<file path="src/rtl/alu_pkg.sv">
// rtl/alu_pkg.sv - shared constants for the 4-bit ALU pre/post-processing blocks
//
// Purpose: op-code encoding, flag bit positions and result/flag widths shared by
//          the ALU operand preprocessor and the result postprocessor.
// Ports:   none (package).
package alu_pkg;

    localparam int RES_W = 4;              // result width
    localparam int FLG_W = 4;              // {Z, N, C, V}
    localparam int ENT_W = RES_W + FLG_W;  // one buffered entry

    // Arithmetic class op codes (Op[2] = 0)
    localparam logic [2:0] OP_PASS = 3'b000;
    localparam logic [2:0] OP_NEG  = 3'b001;
    localparam logic [2:0] OP_ADD  = 3'b010;
    localparam logic [2:0] OP_INC  = 3'b011;

    // Op[OP_LOGIC_BIT] = 1 selects the logic unit
    localparam int OP_LOGIC_BIT = 2;

    // Flag positions inside the 4-bit flags word
    localparam int FLG_Z = 3;
    localparam int FLG_N = 2;
    localparam int FLG_C = 1;
    localparam int FLG_V = 0;

endpackage

</file>
<file path="src/rtl/res_fifo2.sv">
// rtl/res_fifo2.sv - two-entry result FIFO with registered head output
//
// Purpose: holds up to two entries; dout always shows the head entry and keeps
//          the last popped value when empty (0 after reset).
// Ports:   clk, rst_n (sync active-low), push/din (write side),
//          pop/dout (read side), count (0..2 entries held).
module res_fifo2
    import alu_pkg::*;
#(
    parameter int DW = ENT_W
) (
    input  logic          clk,
    input  logic          rst_n,
    input  logic          push,
    input  logic [DW-1:0] din,
    input  logic          pop,
    output logic [DW-1:0] dout,
    output logic [1:0]    count
);

    logic [DW-1:0] head_q, head_d;
    logic [DW-1:0] tail_q, tail_d;
    logic [1:0]    count_q, count_d;
    logic          do_push;
    logic          do_pop;

    always_comb begin
        head_d  = head_q;
        tail_d  = tail_q;
        do_push = push && (count_q != 2'd2);
        do_pop  = pop && (count_q != 2'd0);

        // Popping the last entry leaves head untouched so it keeps the last value.
        if (do_pop && (count_q == 2'd2)) begin
            head_d = tail_q;
        end

        if (do_push) begin
            // Push lands in head when head is empty or is leaving this cycle.
            if ((count_q == 2'd0) || do_pop) begin
                head_d = din;
            end else begin
                tail_d = din;
            end
        end

        count_d = count_q + {1'b0, do_push} - {1'b0, do_pop};
    end

    always_ff @(posedge clk) begin
        if (!rst_n) begin
            head_q  <= '0;
            tail_q  <= '0;
            count_q <= 2'd0;
        end else begin
            head_q  <= head_d;
            tail_q  <= tail_d;
            count_q <= count_d;
        end
    end

    assign dout  = head_q;
    assign count = count_q;

endmodule

</file>
<file path="src/rtl/alu_postprocess.sv">
// rtl/alu_postprocess.sv - ALU result select, flag generation and output buffering
//
// Purpose: selects adder or logic result by Op, computes {Z,N,C,V}, buffers
//          result+flags in a 2-entry FIFO, counts signed-overflow accepts.
// Ports:   clk, rst_n (sync active-low)
//          in_valid/in_ready, Op, AMod, BMod, S, Cout, L  (upstream side)
//          out_valid/out_ready, R, flags                   (consumer side)
//          ovf_cnt, ovf_clr                                (status)
module alu_postprocess
    import alu_pkg::*;
#(
    parameter int CNT_W = 8
) (
    input  logic             clk,
    input  logic             rst_n,
    input  logic             in_valid,
    output logic             in_ready,
    input  logic [2:0]       Op,
    input  logic [3:0]       AMod,
    input  logic [3:0]       BMod,
    input  logic [3:0]       S,
    input  logic             Cout,
    input  logic [3:0]       L,
    output logic             out_valid,
    input  logic             out_ready,
    output logic [3:0]       R,
    output logic [3:0]       flags,
    output logic [CNT_W-1:0] ovf_cnt,
    input  logic             ovf_clr
);

    logic             is_logic;
    logic [RES_W-1:0] res;
    logic [FLG_W-1:0] flg;
    logic             accept;
    logic             pop;
    logic [1:0]       count;
    logic [ENT_W-1:0] head;
    logic [CNT_W-1:0] ovf_cnt_q, ovf_cnt_d;
    logic             unused_op;

    // Only the class bit matters here; the low op bits shaped the operands upstream.
    assign unused_op = ^Op[1:0];

    assign is_logic = Op[OP_LOGIC_BIT];

    always_comb begin
        res = is_logic ? L : S;
        flg = '0;
        flg[FLG_Z] = (res == '0);
        flg[FLG_N] = res[RES_W-1];
        if (!is_logic) begin
            flg[FLG_C] = Cout;
            // Signed overflow: operands agree in sign, sum sign differs.
            flg[FLG_V] = (AMod[3] == BMod[3]) && (S[3] != AMod[3]);
        end
    end

    // Handshake derives from registered count only.
    assign in_ready  = (count != 2'd2);
    assign out_valid = (count != 2'd0);
    assign accept    = in_valid && in_ready;
    assign pop       = out_valid && out_ready;

    res_fifo2 #(.DW(ENT_W)) u_fifo (
        .clk   (clk),
        .rst_n (rst_n),
        .push  (accept),
        .din   ({res, flg}),
        .pop   (pop),
        .dout  (head),
        .count (count)
    );

    assign R     = head[ENT_W-1:FLG_W];
    assign flags = head[FLG_W-1:0];

    always_comb begin
        ovf_cnt_d = ovf_cnt_q;
        if (ovf_clr) begin
            ovf_cnt_d = '0;
        end else if (accept && flg[FLG_V] && (ovf_cnt_q != {CNT_W{1'b1}})) begin
            ovf_cnt_d = ovf_cnt_q + 1'b1;
        end
    end

    always_ff @(posedge clk) begin
        if (!rst_n) begin
            ovf_cnt_q <= '0;
        end else begin
            ovf_cnt_q <= ovf_cnt_d;
        end
    end

    assign ovf_cnt = ovf_cnt_q;

endmodule

</file>
<file path="config.mk">
export PLATFORM = sky130hd
export DESIGN_NAME = alu_postprocess
export DESIGN_NICKNAME = d
export VERILOG_FILES = /design/src/rtl/alu_pkg.sv /design/src/rtl/res_fifo2.sv /design/src/rtl/alu_postprocess.sv
export SDC_FILE = /design/constraint.sdc
export NUM_CORES = 1
export LEC_CHECK = 0
export CAP_MARGIN = 20
export CORE_MARGIN = 1.5
export CORE_UTILIZATION = 33
export DETAILED_ROUTE_END_ITERATION = 10
export DONT_BUFFER_PORTS = 1
export GPL_ROUTABILITY_DRIVEN = 0
export PLACE_DENSITY = 0.58
export SLEW_MARGIN = 15
export SYNTH_ARGS = -nofsm -noshare
export SYNTH_HDL_FRONTEND = slang
export SYNTH_HIERARCHICAL = 1
export SYNTH_SLANG_ARGS = --single-unit
export TNS_END_PERCENT = 20
</file>
<file path="constraint.sdc">
create_clock -name clk -period 5 [get_ports clk]
set_clock_uncertainty 0.1 [all_clocks]
set_input_delay 1 -clock clk [delete_from_list [all_inputs] [get_ports clk]]
set_output_delay 1 -clock clk [all_outputs]
set_load 0.05 [all_outputs]
</file>
# [After elaboration in Yosys (flattened, before gate mapping)]
# Cells that the tools add are included.
[totals] ff_bits=26 input_bits=25 output_inout_bits=18 word_cells=33
[op_classes] add_sub_neg=3 eq_ne=5 mux=5 bitwise_logic=2 n_reduce_logical=14
[op_table] op="8-bit two-way mux" count=3
[op_table] op="8-bit by 1-bit adder with 8-bit output (second input constant)" count=1
[op_table] op="1-bit logical AND" count=8
[op_table] op="8-bit inequality test (second input constant)" count=1
[op_table] op="4-bit zero test" count=1
[op_table] op="4-bit two-way mux" count=1
[op_table] op="2-bit by 1-bit adder with 2-bit output" count=1
[op_table] op="2-bit equality test (second input constant)" count=1
[op_table] op="2-bit zero test" count=1
[op_table] op="2-bit two-way mux" count=1
[op_table] op="2-bit inequality test (second input constant)" count=1
[op_table] op="1-bit inverter" count=2
[op_table] op="2-bit AND reduction" count=1
[op_table] op="2-bit nonzero test" count=1
[op_table] op="2-bit OR reduction" count=1
[op_table] op="2-bit by 1-bit subtractor with 2-bit output" count=1
[op_table] op="1-bit equality test" count=1
[op_table] op="1-bit logical OR" count=1
[op_table] op="1-bit inequality test" count=1

# [Depth between registers and ports, before layout]
# Gate-level depths: netlist (run 1).
[depth] ltp_word=7 depth_mapped=8 mapped_depth_nobuf=8

# [Cells and area by module]
# The synthesis (run 1) kept the hierarchy.
[modules_own_cells] mod="res_fifo2" n_inst=1 cells_each=83 area_per_inst_um2=870.8 seq_area_each_um2=360.3
[modules_own_cells] mod="alu_postprocess" n_inst=1 cells_each=62 area_per_inst_um2=543.0 seq_area_each_um2=160.2

# [Worst setup path after synthesis (run 1)]
# No wires, ideal clock.
[synth_path] kind="in2reg" from="input port Op[2]" to="register ovf_cnt_q[6] (netlist: ovf_cnt[6])" setup_time_ns=0.116 arrival_ns=2.282 required_ns=4.784 slack_ns=2.502 cell_stages=5 path_buffers=1 path_cell_list="buf_6 > nor4b_2 > o211ai_2 > or4_1 > o211a_1"
[synth_between] elab_chain_len=3
[synth_rtl] element="start: declaration" line="alu_postprocess.sv:18" text="input logic [2:0] Op,"
[synth_rtl] element="2-bit two-way mux" line="alu_postprocess.sv:52" text="if (!is_logic) begin"
[synth_rtl] element="1-bit logical AND (2 in series)" line="alu_postprocess.sv:82" text="end else if (accept && flg[FLG_V] && (ovf_cnt_q != {CNT_W{1'b1}})) begin"
[synth_rtl] element="end signal: assignment" line="alu_postprocess.sv:91" text="ovf_cnt_q <= ovf_cnt_d;"
[synth_rtl] element="end: declaration" line="alu_postprocess.sv:39" text="logic [CNT_W-1:0] ovf_cnt_q, ovf_cnt_d;"
# Every way passes these cells.
# A chain may end at the register's enable or synchronous reset.

# [Final worst setup path (run 1)]
[layout_path] from="register u_fifo.count_q[0] (netlist: u_fifo/count[0])" to="register ovf_cnt_q[6] (netlist: ovf_cnt[6])"
[layout_between] elab_chain_len=4
[layout_rtl] element="start: declaration" line="res_fifo2.sv:23" text="logic [1:0] count_q, count_d;"
[layout_rtl] element="start signal: assignment" line="res_fifo2.sv:58" text="count_q <= count_d;"
[layout_rtl] element="2-bit inequality test" line="alu_postprocess.sv:60" text="assign in_ready = (count != 2'd2);"
[layout_rtl] element="net in_ready" line="alu_postprocess.sv:17" text="output logic in_ready,"
[layout_rtl] element="1-bit logical AND" line="alu_postprocess.sv:62" text="assign accept = in_valid && in_ready;"
[layout_rtl] element="1-bit logical AND (2 in series)" line="alu_postprocess.sv:82"
# The timed path passes the listed nets, and every way through them passes these cells.

==> key figures, run 1 <==
Cells and area
  – Fin area: 1470 µm²
  – Layout Nets: 168
  – Fillers: 421
  – Post-layout util: 36.1%
  – Antenna Diode Count: 0
  – Most common cell after layout, fill and taps aside: dfxtp_1
  – Layout cell share with drive strength beyond 1: 12.1%
  – Area Growth Syn to Fin: 3.63%
  – Most frequent cells in the layout: dfxtp_1 (26), mux2i_1 (18), a21oi_1 (13)

CTS
  – CTS Sinks: 26
  – # resized after CTS: 0
  – Post-CTS Setup Bufs: 0
  – Clock Path Buffers: 2
  – Cts hold-fix bufs: 0
  – CTS tree: done
  – Clk root buf: clkbuf_8
  – Skew-Pair Late Insertion Delay: 0.27 ns
  – TritonCTS Buffers: 3
  – H-tree lvl count: 1
  – CTS clock-pin slew for the worst setup and hold paths: 0.09 ns

Worst setup path
  – Worst EP required: 5.07 ns
  – R2R Path End: ovf_cnt[6]
  – Crit. End Element: flop
  – CP arrival: 2.52 ns
  – Max FO, Critical Path: 15
  – CP Launch Type: flop
  – Reg2reg start: u_fifo/count[0]
  – R2R depth: 4
  – R2R Setup Slk: 2.55 ns
  – Critical path type: reg2reg

GRT
  – First-pass GRT wire length: 4800 µm
  – Total GRT Usage: 13.7%
  – Vias in the first global route: 999
  – Grt total ovfl: 0
  – Initial antenna violation count: 0
  – Largest net degree at the start of global routing: 22

Power and ir drop
  – Flop pwr share: 52.4%
  – Pint: 369 µW
  – Sw frac: 40.3%
  – PD cells: 422 nW/µm²
  – Logic gate share of total power: 25.2%
  – Net switching power: 249 µW
  – Worst vdd ir: 0.221 mV
  – Power share of the clock group: 22.3%
  – Leakage: 0.588 nW
  – Pwr Total: 618 µW

Die
  – Top Ports: 43
  – Initial Utilization: 34.8%
  – Die width: 68.5 µm
  – Die H: 68.5 µm
  – Die area: 4690 µm²
  – Core box area: 4060 µm²
  – Rows: 23

Timing
  – Minimum clock period: 2.45 ns
  – Fin. max-slew vios: 0
  – Final worst path period share: 48.9%
  – Setup repair after global routing missed its margin: false
  – Setup TNS: 0 ns
  – Worst slew pin tran: 0.690 ns
  – Slew HR: 53.9%
  – Setup-failing EPs final: 0
  – Final WS setup: 2.55 ns
  – Fmax: 409 MHz
  – Fin. Hold Viols: 0

Place
  – Hpwl dp: 2190 µm
  – Cell Area, Placed: 1410 µm²
  – PortBufs: 0
  – Setup Slack @ Placement: 2.37 ns

Route
  – Post-DR wirelength/cell: 16.0 µm
  – Initial DRT Pass Iterations: 4
  – Routed WL: 3050 µm
  – DR iter-0 viols: 45
  – Vias per cell: 5.74
  – Vias: 1091
  – # DRC: 0
  – Final ANT Viol Nets: 0

Logic synthesis
  – Seq/Total Area, Yosys: 36.8%
  – Netlist cell types: 38
  – Top cells by area, synth: dfxtp_1 (37%), mux2i_1 (13%), o41ai_1 (5.6%), nor2b_1 (4.9%), a21oi_1 (4.6%)
  – Syn. warnings: 6
  – Register bit total from synthesis: 26
  – Synth Instances: 145
  – Fraction of registers with async set/reset: 0%
  – Number of synthesized flops with an enable pin: 0
  – Post-Syn Area: 1410 µm²
  – Top FF cell, synth: dfxtp_1
  – Post-Syn Nets: 172
  – Top-area cell type share of the netlist area: 36.8%
  – Synth area leader: dfxtp_1
  – Syn_area_per_cell: 9.75 µm²

Run
  – # Max-Cap Violations: 0

Min path
  – Worst hold path class: reg2reg
  – Worst Hold End: u_fifo/tail_q[3]
  – Hold_sp: u_fifo/tail_q[3]
  – Worst hold stages: 2

Run status
  – Status: complete, no violations
-- state kept, by name, summed over array words and instances, names as in the netlist --
name and count:
u_fifo/tail_q 8, u_fifo/count 2, ovf_cnt 8, u_fifo/dout 8
-- power groups by stage --
stage,clock (mW),combinational (mW),sequential [mW]
after CTS,0.140,0.156,0.325
after global placement,0,0.151,0.328
after global routing,0.149,0.171,0.330
after floorplan,0,0.153,0.322
final,0.138,0.156,0.324
after detailed placement,0,0.155,0.330
-- synth_stat cells (2+ instances only) --
master and number:
ha_1 2, nand2b_1 5, buf_2 2, dfxtp_1 26, o31ai_1 4, inv_1 3, o41ai_1 9, o211ai_1 2
clkbuf_1 3, nand3b_1 2, nand3_1 4, mux2_2 4, nand2_1 6, or4_1 4, a21oi_1 13, mux2i_1 18
and2_1 3, nor2b_1 11, buf_6 4, or2_2 2
-- critical path, cell delays in order, from the launching register on --
cell and delay [ns]:
dfxtp_1 0.48, nand2b_1 0.55, o211ai_2 0.41, or4_1 0.59
o211a_1 0.21
-- worst max-delay path by stage --
stage,start,to,slack [ns],depth (start not counted)
after floorplan,Op[2],ovf_cnt[6],2.50,5
after global placement,Op[2],ovf_cnt[6],2.41,4
after detailed placement,Op[2],ovf_cnt[6],2.37,4
after CTS,u_fifo/count[0],ovf_cnt[6],2.57,4
after global routing,u_fifo/count[0],ovf_cnt[6],2.40,4
final,u_fifo/count[0],ovf_cnt[6],2.55,4
-- cell type report --
class	count	area, µm²	area share (%)
tap	50	62.6	4.27
sequential	26	520	35.5
inverter	3	11.3	0.769
clock buffer	4	55.1	3.76
multi-input combinational	107	816	55.7
-- kinds of logic (layout without fill, tap and decap cells) --
kind of cell	count (synthesis)	in the layout	synth area share, %
and+or+nand+nor	48	48	22.3
AOI/OAI and AO/OA	35	35	17.7
DFF	26	26	36.8
muxes	22	22	15.9
buffers and inverters	12	7	5.49
adders and majority gates	2	2	1.77
-- stage by stage --
stage | std cells | hold WS [ns]
after floorplan | 145 | 0.385
after global routing | 190 | 0.457
after global placement | 186 | 0.398
after detailed placement | 186 | 0.411
final | 190 | 0.433
after CTS | 190 | 0.436
-- per-layer routing --
metal / part of all wire (%) / track usage, %
met5: 0 / 0
met4: 0.62 / 4.50
met3: 7.8 / 4.44
met2: 48 / 22.0
met1: 44 / 17.2
(Power assumes the default switching activity.)
==> inputs of run 2 (changes only) <==
- ABC_AREA: default -> 1
- PLACE_DENSITY: 0.58 -> 0.59
- clock period: 5 -> 2.21 ns (I/O delays scaled with it)
==> run 2 against run 1 <==
Compared with the run above:
- maximum frequency increased by 29%
- combinational power increased to 5.8 times the previous value
- clock power is 130% higher
- worst setup slack worse by 2.2 ns
- synthesized cell count rose by 82%
- critical endpoint is now u_fifo/count[1]
- area after synthesis up 18%
- final cell count up 78%
- sequential share of layout area fell by 7.0 points
- register-to-register slack lost 2.2 ns
==> key figures, run 2 <==
Run status
  – Status: complete, no violations

Worst setup path
  – R2R Path End: u_fifo/count[1]
  – Top delay family on crit path: simple AND/OR/NAND/NOR gates
  – Critical path type: reg2reg
  – Max incr delay on CP: 0.48 ns (-0.11 ns)
  – Max FO, Critical Path: 7 (-8)
  – Slowest cell on crit path: dfxtp_1
  – Buf/Inv on CP: 3 (+3)
  – Crit. End Element: flop
  – Critical-path cell list: inv_1, nand2_2, nand2_1, inv_1, nand2_4, xnor2_1, ha_1, inv_1, nand2_1, nand2_1, nand3_1, nand2_1, nor2_1
  – R2R depth: 13 (+9)
  – Reg2reg start: u_fifo/count[0]
  – CP arrival: 1.96 ns (-0.56 ns)
  – R2R Setup Slk: 0.32 ns (-2.24 ns)
  – CP Launch Point: u_fifo/count[0]
  – Top cell by count, worst path: nand2_1
  – Worst EP required: 2.28 ns (-2.79 ns)
  – CP Launch Type: flop

Timing
  – Setup TNS: 0 ns (unchanged)
  – Minimum clock period: 1.89 ns (-0.555 ns)
  – Setup repair after global routing missed its margin: false
  – Final worst path period share: 85.6% (+37 points)
  – Worst slew pin tran: 0.547 ns (-0.142 ns)
  – Final WS setup: 0.318 ns (-2.24 ns)
  – Fin. Hold Viols: 0 (unchanged)
  – Setup-failing EPs final: 0 (unchanged)
  – Slew HR: 63.4% (+9.5 points)
  – Fin. max-slew vios: 0 (unchanged)
  – Fmax: 529 MHz (+29%)

Cells and area
  – Reg area: 520 µm² (unchanged)
  – Layout cell share with drive strength beyond 1: 15.8% (+3.7 points)
  – Most frequent cells in the layout: nand2_1 (76), nor2_1 (48), inv_1 (32)
  – Fillers: 510 (+21%)
  – Antenna Diode Count: 0 (unchanged)
  – Area Growth Syn to Fin: 9.79%
  – Layout Nets: 300 (+79%)
  – Multi-input combinational cell area: 928 µm² (+14%)
  – Most common cell after layout, fill and taps aside: nand2_1

CTS
  – # resized after CTS: 0 (unchanged)
  – Post-CTS Setup Bufs: 0 (unchanged)
  – TritonCTS Buffers: 3 (unchanged)
  – CTS Sinks: 26 (unchanged)
  – CTS tree: done
  – H-tree lvl count: 1 (unchanged)
  – Skew-Pair Late Insertion Delay: 0.27 ns (about the same)
  – CTS clock-pin slew for the worst setup and hold paths: 0.09 ns (about the same)
  – Cts hold-fix bufs: 0 (unchanged)
  – Clk root buf: clkbuf_8
  – Clock Path Buffers: 2 (unchanged)

GRT
  – Initial antenna violation count: 0 (unchanged)
  – Vias in the first global route: 1279 (+28%)
  – Total GRT Usage: 13.4% (-0.28 points)
  – Grt total ovfl: 0 (unchanged)
  – First-pass GRT wire length: 5740 µm (+20%)
  – Largest net degree at the start of global routing: 20 (-9.1%)

Logic synthesis
  – Top-area cell type share of the netlist area: 31.3% (-5.5 points)
  – Post-synth top cells: nand2_1 (76), nor2_1 (48), inv_1 (32)
  – Post-Syn Nets: 291 (+69%)
  – Number of synthesized flops with an enable pin: 0 (unchanged)
  – Seq/Total Area, Yosys: 31.3% (-5.5 points)
  – Register bit total from synthesis: 26 (unchanged)
  – Netlist cell types: 27 (-29%)
  – Top FF cell, synth: dfxtp_1
  – Top cells by area, synth: dfxtp_1 (31%), nand2_1 (17%), nor2_1 (11%), nand3_1 (8.4%), inv_1 (7.2%)
  – Syn. warnings: 6 (unchanged)
  – Synth area leader: dfxtp_1
  – Synth Instances: 264 (+82%)
  – Post-Syn Area: 1660 µm² (+18%)
  – Count leader, synth: nand2_1
  – Syn_area_per_cell: 6.29 µm² (-35%)
  – Fraction of registers with async set/reset: 0% (unchanged)

Power and ir drop
  – PD cells: 1160 nW/µm² (+170%)
  – Power share of the clock group: 14.9% (-7.4 points)
  – Net switching power: 1.07 mW (+330%)
  – Flop pwr share: 42.2% (-10 points)
  – Worst vdd ir: 0.679 mV (+210%)
  – Sw frac: 50.4% (+10 points)
  – Pint: 1.05 mW (+180%)
  – Logic gate share of total power: 42.9% (+18 points)
  – Leakage: 0.878 nW (+49%)

Route
  – Vias per cell: 4.44 (-23%)
  – Final ANT Viol Nets: 0 (unchanged)
  – Vias: 1504 (+38%)
  – Initial DRT Pass Iterations: 4 (unchanged)
  – Routed WL: 3530 µm (+16%)
  – DR iter-0 viols: 56 (+24%)
  – Post-DR wirelength/cell: 10.4 µm (-35%)
  – # DRC: 0 (unchanged)

Die
  – Die H: 74.0 µm (+8.0%)
  – Top Ports: 43 (unchanged)
  – Initial Utilization: 34.7% (-0.13 points)
  – Die area: 5470 µm² (+17%)
  – Rows: 25 (+8.7%)
  – Core box area: 4790 µm² (+18%)
  – Die width: 74.0 µm (+8.0%)

Min path
  – Worst hold path class: in2reg
  – Worst hold stages: 2 (unchanged)
  – Hold_sp: rst_n
  – Worst Hold End: u_fifo/count[0]

Run
  – # Max-Cap Violations: 0 (unchanged)

Place
  – PortBufs: 0 (unchanged)
  – Hpwl dp: 2620 µm (+19%)
  – Setup Slack @ Placement: 0.312 ns (-2.06 ns)
-- run 2: worst max path at each step --
| stage | slack [ns] | to | cells after the start |
|---|---|---|---|
| finish | 0.32 | u_fifo/count[1] | 13 |
| global route | 0.10 | u_fifo/count[1] | 13 |
| CTS | 0.29 | u_fifo/count[1] | 13 |
| detailed placement | 0.31 | u_fifo/count[1] | 13 |
| global placement | 0.34 | u_fifo/count[1] | 13 |
| floorplan | 0.25 | u_fifo/count[1] | 13 |
-- run 2: logic make-up after synthesis --
kind of cell             count (synthesis)  share of synthesized area, %
AND/OR/NAND/NOR                        179                          50.3
AO/OA/AOI/OAI                            8                          3.01
buffers and inverters                   47                          12.8
flip-flops                              26                          31.3
XOR/XNOR                                 2                          1.05
adder cells (fa/ha/maj)                  2                          1.51
-- run 2: layout make-up --
| cell class | instances | area share, % |
|---|---|---|
| multi-input cells | 191 | 50.9 |
| clock buffers | 4 | 3.02 |
| inverters | 39 | 8.02 |
| well taps | 67 | 4.60 |
| flip-flops and latches | 26 | 28.5 |
| repair buffers | 12 | 4.94 |
-- run 2: power by group through the flow --
stage / Clock, mW / Combinational [mW] / Sequential (mW)
floorplan: 0 / 0.787 / 0.887
global placement: 0 / 0.894 / 0.903
detailed placement: 0 / 0.904 / 0.908
CTS: 0.327 / 0.907 / 0.897
global route: 0.346 / 1.02 / 0.914
finish: 0.315 / 0.906 / 0.893
-- run 2: per-layer routing --
metal / vias to the layer above / GRT usage, % / routed length [µm]
met5: - / 0 / 0
met3: 0 / 2.57 / 209
met1: 640 / 19.1 / 1770
li1: 825 / - / -
met4: 0 / 4.94 / 0
met2: 39 / 20.1 / 1540
-- run 2: stage by stage --
| step | utilization, % | hold WS, ns | power [mW] | cell area, µm² | std cells |
|---|---|---|---|---|---|
| floorplan | - | 0.356 | 1.67 | 1660 | 264 |
| global placement | 37.0 | 0.364 | 1.80 | 1770 | 335 |
| detailed placement | 37.0 | 0.373 | 1.81 | 1770 | 335 |
| CTS | 38.1 | 0.152 | 2.13 | 1820 | 339 |
| global route | 38.1 | 0.163 | 2.28 | 1820 | 339 |
| finish | 38.1 | 0.165 | 2.11 | 1820 | 339 |
-- run 2: worst reg2reg max path, delay by kind of cell, from the launching register on --
kind	cells	cell delay, ns
xor gates and xnor gates	1	0.15
DFF	1	0.48
buffers and inverters	3	0.31
and+or+nand+nor	8	0.56
adders and majority gates	1	0.19
==> inputs of run 3 (changes only) <==
- ABC_AREA: 1 -> 0
- SKIP_CTS_REPAIR_TIMING: default -> 1
==> run 3 against run 2 <==
Compared with the run above:
- critical path depth down 5
- core utilization up 0.61 points
- register-to-register slack worse by 0.13 ns
- routed wire length down 13%
- via count down 28%
- clock power up 26%
- die area down 14%
- sequential power down 18%
- global-route usage up 0.22 points
- maximum frequency down 6.3%
- power down 29%
- count of clock-buffer cells in the layout down 1
==> key figures, run 3 (synthesis gave the netlist of run 1 again) <==
Worst setup path
  – Buf/Inv on CP: 0 (-3)
  – Slowest cell on crit path: dfxtp_1
  – Max FO, Critical Path: 10 (+3)
  – Critical path depth: 8 (-5)
  – Crit. End Element: flop
  – CP arrival: 2.12 ns (+0.16 ns)
  – CP Launch Type: flop
  – R2R depth: 8 (-5)
  – Top cell by count, worst path: nand2b_1
  – Top delay family on crit path: simple AND/OR/NAND/NOR gates
  – Worst EP required: 2.31 ns (+0.03 ns)
  – Critical-path cell list: nand2b_1, and2_1, and2b_2, a211oi_1, a21oi_1, ha_1, nand2b_1, mux2i_1
  – Max incr delay on CP: 0.39 ns (-0.09 ns)
  – Critical path type: reg2reg

CTS
  – H-tree lvl count: 1 (unchanged)
  – Skew-Pair Late Insertion Delay: 0.27 ns (about the same)
  – CTS clock-pin slew for the worst setup and hold paths: 0.09 ns (about the same)
  – Clock Path Buffers: 2 (unchanged)
  – CTS Sinks: 26 (unchanged)
  – Clk root buf: clkbuf_8
  – TritonCTS Buffers: 3 (unchanged)
  – CTS tree: done

Route
  – Vias: 1081 (-28%)
  – Post-DR wirelength/cell: 15.1 µm (+45%)
  – Initial DRT Pass Iterations: 4 (unchanged)
  – Routed WL: 3060 µm (-13%)
  – Vias per cell: 5.35 (+21%)
  – # DRC: 0 (unchanged)
  – DR iter-0 viols: 12 (-79%)
  – Final ANT Viol Nets: 0 (unchanged)

Cells and area
  – Post-layout util: 38.7% (+0.61 points)
  – Reg area: 520 µm² (unchanged)
  – Multi-input combinational cell area: 816 µm² (-12%)
  – Most common cell after layout, fill and taps aside: dfxtp_1
  – Antenna Diode Count: 0 (unchanged)
  – Layout cell share with drive strength beyond 1: 19.1% (+3.3 points)
  – Area Growth Syn to Fin: 11.2%
  – Most frequent cells in the layout: dfxtp_1 (26), mux2i_1 (18), a21oi_1 (13)
  – Layout Nets: 180 (-40%)
  – Fillers: 409 (-20%)

Die
  – Initial Utilization: 34.8% (+0.13 points)
  – Die width: 68.5 µm (-7.4%)
  – Core box area: 4060 µm² (-15%)
  – Top Ports: 43 (unchanged)
  – Die area: 4690 µm² (-14%)
  – Rows: 23 (-8.0%)
  – Die H: 68.5 µm (-7.4%)

Min path
  – Worst hold path class: in2reg
  – Worst hold stages: 2 (unchanged)

Timing
  – Slew HR: 59.9% (-3.5 points)
  – Setup-failing EPs final: 0 (unchanged)
  – Fin. Hold Viols: 0 (unchanged)
  – Final worst path period share: 91.3% (+5.7 points)
  – Fmax: 495 MHz (-6.3%)
  – Worst slew pin tran: 0.601 ns (+0.0535 ns)
  – Setup TNS: 0 ns (unchanged)
  – Fin. max-slew vios: 0 (unchanged)
  – Minimum clock period: 2.02 ns (+0.126 ns)
  – Final WS setup: 0.192 ns (-0.126 ns)
  – Setup repair after global routing missed its margin: false

Power and ir drop
  – Sw frac: 37.8% (-13 points)
  – Pint: 940 µW (-10%)
  – PD cells: 961 nW/µm² (-17%)
  – Net switching power: 571 µW (-46%)
  – Worst vdd ir: 0.357 mV (-47%)
  – Leakage: 0.657 nW (-25%)
  – Logic gate share of total power: 25.2% (-18 points)
  – Power share of the clock group: 26.3% (+11 points)
  – Flop pwr share: 48.5% (+6.3 points)

GRT
  – Initial antenna violation count: 0 (unchanged)
  – Total GRT Usage: 13.6% (+0.22 points)
  – Largest net degree at the start of global routing: 22 (+10%)
  – First-pass GRT wire length: 4750 µm (-17%)
  – Grt total ovfl: 0 (unchanged)
  – Vias in the first global route: 1023 (-20%)

Place
  – PortBufs: 0 (unchanged)
  – Setup Slack @ Placement: 0.213 ns (-0.0992 ns)
  – Hpwl dp: 2300 µm (-12%)

Run
  – # Max-Cap Violations: 0 (unchanged)

Run status
  – Status: complete, no violations
[run 3: cell type report]
class                      count  area share [%]
clock buffer                   3            2.63
clock inverter                 1            1.91
inverter                       3           0.717
multi-input combinational    107            51.9
sequential                    26            33.1
tap                           50            3.98
timing repair buffer          12            5.73
[run 3: worst paths after layout]
check                  startpoint               to  slack, ns
setup / recovery  u_fifo/count[0]  u_fifo/count[1]       0.19
hold / removal              rst_n   u_fifo/dout[0]       0.19
setup reg to reg  u_fifo/count[0]  u_fifo/count[1]       0.19
hold reg to reg        ovf_cnt[5]       ovf_cnt[5]       0.41
[run 3: metrics by stage]
| step | std cells | power [mW] | instance area [µm²] | hold slack (ns) |
|---|---|---|---|---|
| after detailed placement | 198 | 1.12 | 1500 | 0.396 |
| after floorplan | 145 | 1.07 | 1410 | 0.385 |
| final | 202 | 1.51 | 1570 | 0.193 |
| after global placement | 198 | 1.11 | 1500 | 0.387 |
| after global routing | 202 | 1.58 | 1570 | 0.185 |
| after CTS | 202 | 1.52 | 1570 | 0.183 |
[run 3: metal layers]
metal,vias to the layer above,GRT usage [%],part of all wire (%)
met5,-,0,0
met4,0,6.50,2.0
met3,6,3.78,5.3
met2,16,22.6,49
met1,499,16.1,44
li1,560,-,-
[run 3: power by group through the flow]
stage | clock network [mW] | registers (mW) | logic [mW]
finish | 0.397 | 0.732 | 0.381
global route | 0.428 | 0.746 | 0.410
CTS | 0.406 | 0.735 | 0.379
detailed placement | 0 | 0.747 | 0.377
global placement | 0 | 0.741 | 0.367
floorplan | 0 | 0.728 | 0.346
